<file path="src/rtl/game_cmd_gen.sv">
// Command generator for the game FSM: synchronises and debounces the board inputs, maps each
// event to the command legal in the FSM's current state, and holds it until acknowledged.
module game_cmd_gen #(
  parameter int unsigned DEBOUNCE_CYCLES = 4,
  parameter int unsigned CNT_W           = 20,
  parameter int unsigned ACK_TIMEOUT     = 8
) (
  input  logic       clk,
  input  logic       reset,
  input  logic       btn_start_n,
  input  logic       btn_pause_n,
  input  logic       btn_reset_n,
  input  logic       collision,
  input  logic [2:0] state_in,
  output logic       startGame,
  output logic       pauseGame,
  output logic       dead,
  output logic       game_reset,
  output logic       busy,
  output logic       err
);

  localparam int unsigned TmoW = $clog2(ACK_TIMEOUT + 1);

  localparam logic [CNT_W-1:0] CntOne  = CNT_W'(1);
  localparam logic [CNT_W-1:0] DebMax  = CNT_W'(DEBOUNCE_CYCLES);
  localparam logic [TmoW-1:0]  TmoOne  = TmoW'(1);
  localparam logic [TmoW-1:0]  TmoLast = TmoW'(ACK_TIMEOUT - 1);

  // Game FSM state codes
  localparam logic [2:0] FsmStart    = 3'b000;
  localparam logic [2:0] FsmPlaying  = 3'b001;
  localparam logic [2:0] FsmPause    = 3'b010;
  localparam logic [2:0] FsmReset    = 3'b011;
  localparam logic [2:0] FsmGameOver = 3'b100;

  // One-hot command encoding: {game_reset, dead, pauseGame, startGame}
  localparam logic [3:0] CmdStart = 4'b0001;
  localparam logic [3:0] CmdPause = 4'b0010;
  localparam logic [3:0] CmdDead  = 4'b0100;
  localparam logic [3:0] CmdReset = 4'b1000;

  typedef enum logic [1:0] {StIdle, StHold, StDone} state_e;

  // Button lanes: [0] start, [1] pause, [2] reset; all active-low, released = 1
  logic [2:0]            btn_raw;
  logic [2:0]            btn_s1_q, btn_s2_q;
  logic [2:0]            deb_q, deb_d, deb_prev_q;
  logic [2:0][CNT_W-1:0] cnt_q, cnt_d;
  logic                  col_s1_q, col_s2_q, col_prev_q;

  logic [2:0] press;
  logic       col_ev;
  logic [3:0] req_cmd;
  logic [2:0] req_tgt;

  state_e          st_q, st_d;
  logic [3:0]      cmd_q, cmd_d;
  logic [2:0]      tgt_q, tgt_d;
  logic [TmoW-1:0] tmo_q, tmo_d;
  logic            busy_q, busy_d;
  logic            err_q, err_d;

  assign btn_raw = {btn_reset_n, btn_pause_n, btn_start_n};

  always_ff @(posedge clk or negedge reset) begin
    if (!reset) begin
      btn_s1_q   <= '1;
      btn_s2_q   <= '1;
      deb_q      <= '1;
      deb_prev_q <= '1;
      cnt_q      <= '0;
      col_s1_q   <= 1'b0;
      col_s2_q   <= 1'b0;
      col_prev_q <= 1'b0;
    end else begin
      btn_s1_q   <= btn_raw;
      btn_s2_q   <= btn_s1_q;
      deb_q      <= deb_d;
      deb_prev_q <= deb_q;
      cnt_q      <= cnt_d;
      col_s1_q   <= collision;
      col_s2_q   <= col_s1_q;
      col_prev_q <= col_s2_q;
    end
  end

  always_comb begin
    deb_d = deb_q;
    cnt_d = '0;
    for (int i = 0; i < 3; i++) begin
      if (btn_s2_q[i] != deb_q[i]) begin
        if (cnt_q[i] + CntOne == DebMax) begin
          deb_d[i] = btn_s2_q[i];
        end else begin
          cnt_d[i] = cnt_q[i] + CntOne;
        end
      end
    end
  end

  // Press is taken from the registered debounced level so the command lands at DEBOUNCE_CYCLES+3
  assign press  = deb_prev_q & ~deb_q;
  assign col_ev = col_s2_q & ~col_prev_q;

  // Highest-priority event that is legal in the current game state wins
  always_comb begin
    req_cmd = '0;
    req_tgt = '0;
    if (press[2]) begin
      req_cmd = CmdReset;
      req_tgt = FsmReset;
    end else if (col_ev && state_in == FsmPlaying) begin
      req_cmd = CmdDead;
      req_tgt = FsmGameOver;
    end else if (press[1] && state_in == FsmPlaying) begin
      req_cmd = CmdPause;
      req_tgt = FsmPause;
    end else if (press[0]) begin
      case (state_in)
        FsmStart, FsmPause: begin
          req_cmd = CmdStart;
          req_tgt = FsmPlaying;
        end
        FsmReset, FsmGameOver: begin
          req_cmd = CmdStart;
          req_tgt = FsmStart;
        end
        default: ;
      endcase
    end
  end

  always_comb begin
    st_d   = st_q;
    cmd_d  = cmd_q;
    tgt_d  = tgt_q;
    tmo_d  = tmo_q;
    busy_d = busy_q;
    err_d  = 1'b0;
    unique case (st_q)
      StIdle: begin
        if (|req_cmd) begin
          cmd_d  = req_cmd;
          tgt_d  = req_tgt;
          tmo_d  = '0;
          busy_d = 1'b1;
          st_d   = StHold;
        end
      end
      StHold: begin
        if (press[2]) begin
          cmd_d = CmdReset;
          tgt_d = FsmReset;
          tmo_d = '0;
        end else if (state_in == tgt_q) begin
          cmd_d  = '0;
          busy_d = 1'b0;
          st_d   = StDone;
        end else if (tmo_q == TmoLast) begin
          cmd_d  = '0;
          busy_d = 1'b0;
          err_d  = 1'b1;
          st_d   = StDone;
        end else if (tmo_q != '1) begin
          tmo_d = tmo_q + TmoOne;
        end
      end
      StDone: begin
        cmd_d  = '0;
        busy_d = 1'b0;
        st_d   = StIdle;
      end
      default: st_d = StIdle;
    endcase
  end

  always_ff @(posedge clk or negedge reset) begin
    if (!reset) begin
      st_q   <= StIdle;
      cmd_q  <= '0;
      tgt_q  <= '0;
      tmo_q  <= '0;
      busy_q <= 1'b0;
      err_q  <= 1'b0;
    end else begin
      st_q   <= st_d;
      cmd_q  <= cmd_d;
      tgt_q  <= tgt_d;
      tmo_q  <= tmo_d;
      busy_q <= busy_d;
      err_q  <= err_d;
    end
  end

  assign startGame  = cmd_q[0];
  assign pauseGame  = cmd_q[1];
  assign dead       = cmd_q[2];
  assign game_reset = cmd_q[3];
  assign busy       = busy_q;
  assign err        = err_q;

endmodule
</file>
<file path="config.mk">
export PLATFORM = sky130hd
export DESIGN_NAME = game_cmd_gen
export DESIGN_NICKNAME = d
export VERILOG_FILES = /design/src/rtl/game_cmd_gen.sv
export SDC_FILE = /design/constraint.sdc
export NUM_CORES = 1
export LEC_CHECK = 0
export CAP_MARGIN = 20
export CELL_PAD_IN_SITES_DETAIL_PLACEMENT = 1
export CELL_PAD_IN_SITES_GLOBAL_PLACEMENT = 1
export CORE_UTILIZATION = 50
export CTS_CLUSTER_DIAMETER = 30
export DETAILED_ROUTE_END_ITERATION = 7
export DONT_BUFFER_PORTS = 1
export PLACE_DENSITY_LB_ADDON = 0.15
export SLEW_MARGIN = 20
export SYNTH_ARGS = -nofsm -noshare
export SYNTH_HDL_FRONTEND = slang
export SYNTH_SLANG_ARGS = --single-unit
</file>
<file path="constraint.sdc">
create_clock -name clk -period 3.8 [get_ports clk]
set_input_delay 0.95 -clock clk [delete_from_list [all_inputs] [get_ports clk]]
set_output_delay 0.95 -clock clk [all_outputs]
set_load 0.02 [all_outputs]
</file>
==> flow_summary.json, run 1 <==
{
  "layout-drive-gt1-share": 0.107,
  "worstPathMaxFanout": 9,
  "grt.busiest_layer": "met2",
  "tritoncts_num_sinks": 90,
  "final_common_cell": "dfrtp_1",
  "synth_edf_count": 0,
  "antenna_found_initial": 0,
  "ctsResizeCount": 0,
  "p_per_area_mw_per_mm2": 485,
  "syn2layout_area_growth_pct": 6.55,
  "routed_wl_mm": 10.4,
  "ir_worst_vdd_mv": 0.277,
  "drc_errors": 0,
  "status": "finished, final reports clean",
  "numCtsBuffers": 9,
  "grt_pass1_vias": 3788,
  "fmax_ghz": 0.327,
  "port_buffers": 0,
  "drt-initial-drc-count": 116,
  "use_met3": 0.0347,
  "path_cells": "ha_1, nand3_1, nor4_1, xor2_1, a2111oi_0, nand2_1, nor4_1, mux2_2",
  "tns_ns": 0,
  "start_kind": "flop",
  "grt_max_degree": 91,
  "dr.pass1.iters": 4,
  "hpwl_mm": 7.22,
  "syn-cell-area_sq_mm": 0.00489,
  "worstMarginPinSlew_ns": 0.877,
  "routed-via-count": 3660,
  "synth-async-reset-ratio": 1.00,
  "slew_headroom": 0.411,
  "die_height_um": 101,
  "grt_overflow": 0,
  "cap_viol_max_count": 0,
  "ys_types": 64,
  "cts_setup_buffers": 0,
  "syn_inst": 504,
  "worstHoldPathType": "in -> async",
  "cts_tree": "done",
  "finalClockSkew_ns": 0.0142,
  "clk_pin_slew_ns": 0.11,
  "hold_viol": 0,
  "cp.arrival_ns": 3.35,
  "worst_setup_path_end_kind": "flop",
  "path_class": "reg -> reg",
  "crit_top_cell": "nor4_1",
  "fillCellCount": 1070,
  "cts_root_buf": "clkbuf_8",
  "grt_use_total": 0.231,
  "grtUsageMet2": 0.379,
  "core-area_sq_mm": 0.00937,
  "clock_path_buffers": 2,
  "final_cell_mix": "78 x dfrtp_1, 77 x nor2_1, 32 x xor2_1",
  "yosysSeqAreaShare": 0.464,
  "crit_required_ns": 4.10,
  "ant_nets": 0,
  "leakage_uw": 0.00211,
  "post-route-period-util": 0.805,
  "postSynthAreaPerCell_sq_um": 9.70,
  "num_antenna_cells": 0,
  "gp_congestion": 0.820,
  "grt_use_met1": 0.300,
  "cp_slowest_stage_delay_ns": 0.55,
  "fp.dieW_um": 101,
  "die_area_sq_mm": 0.0102,
  "synth_flop_cell": "dfrtp_1",
  "ioPinCount": 15,
  "initial_utilization": 0.522,
  "clk_latency_ns": 0.37,
  "setup_viol": 0,
  "synth-seq-cells": 90,
  "postCtsHoldBufs": 0,
  "cts_max_level": 3,
  "holdWs_ns": 0.257,
  "slew_violations": 0,
  "syn_nets": 524,
  "via_per_inst": 5.76,
  "slowest_stage": "a2111oi_0",
  "grt_pass1_wl_mm": 18.3,
  "ys_warn_count": 0,
  "layout.nets": 521,
  "final.min_clock_period_ns": 3.06,
  "grt_setup_unrepaired": "false",
  "wl_per_cell_um": 16.3,
  "rows": 35
}
state kept, by name (all words and copies together), names as in the netlist:
| register | cells |
|---|---|
| deb_prev_q | 3 |
| col_s1_q | 1 |
| tmo_q | 4 |
| st_q | 2 |
| btn_s2_q | 3 |
| cmd_q | 4 |
| tgt_q | 3 |
| err | 1 |
| btn_s1_q | 3 |
| col_prev_q | 1 |
| cnt_q | 60 |
| busy | 1 |
| col_s2_q | 1 |
| deb_q | 3 |
metal layers:
layer	part of all wire	routed length [um]
met1	0.49	5050
met2	0.48	4940
met3	0.015	155
met4	0.023	240
met5	0	0
worst paths after layout:
kind                            slack (ns)  cells after the start             startpoint               endpoint
worst max-delay path                  0.74                      8     cnt_q[0]$_DFF_PN0_   deb_q[0]$_DFFE_PN1P_
worst max register to register        0.74                      8     cnt_q[0]$_DFF_PN0_   deb_q[0]$_DFFE_PN1P_
max in group asynchronous             3.31                      0                  reset  btn_s1_q[0]$_DFF_PN1_
worst min register to register        0.36                      0  btn_s1_q[0]$_DFF_PN1_  btn_s2_q[0]$_DFF_PN1_
worst min-delay path                  0.26                      0                  reset   cmd_q[1]$_DFFE_PN0P_
min in group clk                      0.36                      0  btn_s1_q[0]$_DFF_PN1_  btn_s2_q[0]$_DFF_PN1_
metrics by stage:
step                worst slack [ns]   util  cell area (sq um)  power (uW)  std cells
CTS                            0.816  0.556               5210        2560        635
finish                         0.743  0.556               5210        2530        635
global placement               0.756  0.531               4980        1760        619
global route                   0.428  0.556               5210        2680        635
detailed placement             0.690  0.531               4980        1790        619
floorplan                      0.841      -               4890        1640        504
synth_stat cells, types with 3 or more instances:
library cell	count	area (sq um)
o31ai_1	5	37.5
xnor2_1	29	254
clkbuf_1	7	26.3
nor4_1	11	68.8
a21o_1	3	22.5
or2_2	3	18.8
a31oi_1	4	25.0
inv_1	14	52.6
mux2i_1	3	30.0
dfrtp_1	78	1950
nor2b_1	5	31.3
o211ai_1	4	30.0
nand3_1	31	155
buf_2	4	20.0
nor2_1	77	289
nand2b_1	5	31.3
and3_1	7	43.8
a21oi_1	10	50.1
nand4_1	20	125
o21ai_0	11	55.1
xor2_1	32	280
nand4b_1	3	26.3
o22ai_1	3	18.8
nor3_1	12	60.1
nand3b_1	4	30.0
mux2_2	6	67.6
dfstp_2	12	315
or3_1	7	43.8
and4_1	3	26.3
ha_1	11	138
nand2_1	28	105
clkbuf_2	3	15.0
nor3b_1	5	37.5
logic make-up (layout without fill, tap and decap cells):
logic type               Yosys count  in the layout  share of synthesized area
multiplexers                      11             11                     0.0261
flip-flops                        90             90                      0.464
buffers and inverters             32             34                     0.0317
AND/OR/NAND/NOR                  238            238                      0.255
AO/OA/AOI/OAI                     61             61                     0.0862
XOR/XNOR                          61             61                      0.109
adder cells (fa/ha/maj)           11             11                     0.0281
critical path, delay by kind of cell, from the launching register on:
kind	cells	cell delay, ns
fa+ha+maj	1	0.25
flops	1	0.47
compound gates	1	0.55
xor+xnor	1	0.15
mux	1	0.39
simple gates	4	1.19
where the power goes:
| group | internal [uW] | switching [uW] |
|---|---|---|
| registers | 1080 | 135 |
| logic | 218 | 324 |
| clock network | 384 | 381 |
| total | 1690 | 840 |
cell type report:
class,count,area [sq um],area share
clock buffers,9,124,0.0238
clock inverters,7,108,0.0206
inverters,14,52.6,0.0101
multi-input cells,382,2470,0.474
flip-flops and latches,90,2270,0.435
well taps,129,161,0.0310
repair buffers,4,30.0,0.00576
Note: power is estimated with default switching activity, not from simulation.
==> run 2: changes to the inputs <==
==> constraint.sdc (replaced) <==
create_clock -name clk -period 2.85 [get_ports clk]
set_input_delay 0.7125 -clock clk [delete_from_list [all_inputs] [get_ports clk]]
set_output_delay 0.7125 -clock clk [all_outputs]
set_load 0.02 [all_outputs]
==> flow_summary.json, run 2 (synthesis gave the netlist of run 1 again) <==
{
  "reg_top3": "cnt_q: 60 flops, cmd_q: 4 flops, tmo_q: 4 flops",
  "status": "finished, final reports clean",
  "clk_latency_ns": 0.35,
  "num_antenna_cells": 0,
  "r2r_slack_ns": 0.15,
  "layout-drive-gt1-share": 0.144,
  "reg2reg_to": "cnt_q[30]$_DFF_PN0_",
  "core-area_sq_mm": 0.00937,
  "finalClockSkew_ns": 0.00630,
  "largest_reg_flops": 60,
  "grt.busiest_layer": "met2",
  "grt_max_degree": 91,
  "rr_worst_depth": 7,
  "dp_cells": 636,
  "rows": 35,
  "numCtsBuffers": 9,
  "gp_congestion": 0.825,
  "grtUsageMet2": 0.398,
  "final_cell_mix": "78 x dfrtp_1, 77 x nor2_1, 32 x xor2_1",
  "initial_utilization": 0.522,
  "antenna_found_initial": 0,
  "p_comb_frac": 0.256,
  "setup_viol": 0,
  "ioPinCount": 15,
  "dr.pass1.iters": 4,
  "slew_violations": 0,
  "p_per_area_mw_per_mm2": 612,
  "fp.dieW_um": 101,
  "grt_use_met1": 0.295,
  "syn2layout_area_growth_pct": 8.95,
  "clkPwrFrac": 0.251,
  "wl_per_cell_um": 16.5,
  "hold_viol": 0,
  "leakage_uw": 0.00218,
  "drt-initial-drc-count": 101,
  "grt_pass1_wl_mm": 18.6,
  "top_register": "cnt_q",
  "r2r_start": "cnt_q[24]$_DFF_PN0_",
  "final.min_clock_period_ns": 2.70,
  "cts_tree": "done",
  "clock_path_buffers": 2,
  "slew_headroom": 0.420,
  "cts_setup_buffers": 0,
  "drc_errors": 0,
  "grt_use_total": 0.232,
  "cts_root_buf": "clkbuf_8",
  "p_int_uw": 2150,
  "crit_required_ns": 3.09,
  "die_area_sq_mm": 0.0102,
  "path_class": "reg -> reg",
  "utilization": 0.569,
  "die_height_um": 101,
  "routed-via-count": 3693,
  "p_total_uw": 3260,
  "cp.arrival_ns": 2.94,
  "fmax_ghz": 0.371,
  "ir_worst_vdd_mv": 0.520,
  "final_common_cell": "dfrtp_1",
  "via_per_inst": 5.67,
  "switchingPower_uw": 1110,
  "layout.nets": 538,
  "p_sw_frac": 0.339,
  "instances_no_fill": 651,
  "post-route-period-util": 0.946,
  "power_frac_seq": 0.493,
  "use_met3": 0.0492,
  "port_buffers": 0,
  "hpwl_mm": 7.53,
  "routed_wl_mm": 10.7,
  "tns_ns": 0,
  "grt_pass1_vias": 3871,
  "worst_setup_path_end_kind": "flop",
  "start_kind": "flop",
  "clk_pin_slew_ns": 0.09,
  "ant_nets": 0,
  "cts_max_level": 3,
  "worstMarginPinSlew_ns": 0.863,
  "worstPathMaxFanout": 11,
  "grt_overflow": 0,
  "tritoncts_num_sinks": 90,
  "cap_viol_max_count": 0,
  "worstHoldPathType": "in -> async"
}
[run 2: final cells by class]
type | instances | area (sq um)
fill | 1098 | 4040
multi-input combinational | 382 | 2510
sequential | 90 | 2270
tap | 129 | 161
timing repair buffer | 21 | 158
clock buffer | 11 | 151
inverter | 14 | 52.6
clock inverter | 4 | 27.5
[run 2: critical path: stages (launching register included)]
cell and delay [ns]:
dfrtp_1 0.47, nand3_1 0.26, or3_4 0.50, mux2_4 0.31, o22a_1 0.19, or4_4 0.54, nand2b_2 0.23, nor2_1 0.10
[run 2: worst max-delay path by stage]
stage | depth (start not counted) | to | start | slack (ns)
2_1_floorplan | 5 | cmd_q[0]$_DFFE_PN0P_ | state_in[2] | 0.13
3_3_place_gp | 7 | tmo_q[3]$_DFFE_PN0P_ | state_in[2] | 0.09
3_5_place_dp | 7 | tmo_q[3]$_DFFE_PN0P_ | state_in[2] | 0.0003
4_1_cts | 8 | deb_q[0]$_DFFE_PN1P_ | cnt_q[1]$_DFF_PN0_ | 0.04
5_1_grt | 8 | cnt_q[1]$_DFF_PN0_ | cnt_q[4]$_DFF_PN0_ | -0.003
6_report | 7 | cnt_q[30]$_DFF_PN0_ | cnt_q[24]$_DFF_PN0_ | 0.15
[run 2: power by group through the flow]
stage / registers (uW) / clock network [uW] / logic [uW]
after floorplan: 1600 / 0 / 596
after global placement: 1620 / 0 / 793
after detailed placement: 1630 / 0 / 826
after CTS: 1610 / 846 / 838
after global routing: 1630 / 887 / 950
final: 1610 / 818 / 834
[run 2: metal layers]
layer	share of wire	wire, um
met5	0	0
met4	0.012	131
met3	0.025	272
met2	0.49	5300
met1	0.47	5020
[run 2: timing repair]
item / CTS / global route
resized for setup: 0 / 9
hold buffers: 0 / 0
endpoints found under the setup margin: 0 / 28
[run 2: metrics by stage]
step                      setup WS (ns)  cell area (sq um)  hold WS, ns
after floorplan                   0.129               4890        0.331
after global placement           0.0922               5110        0.346
after detailed placement       0.000331               5110        0.347
after CTS                        0.0378               5290       0.0200
after global routing           -0.00283               5330       0.0165
final                             0.153               5330       0.0429
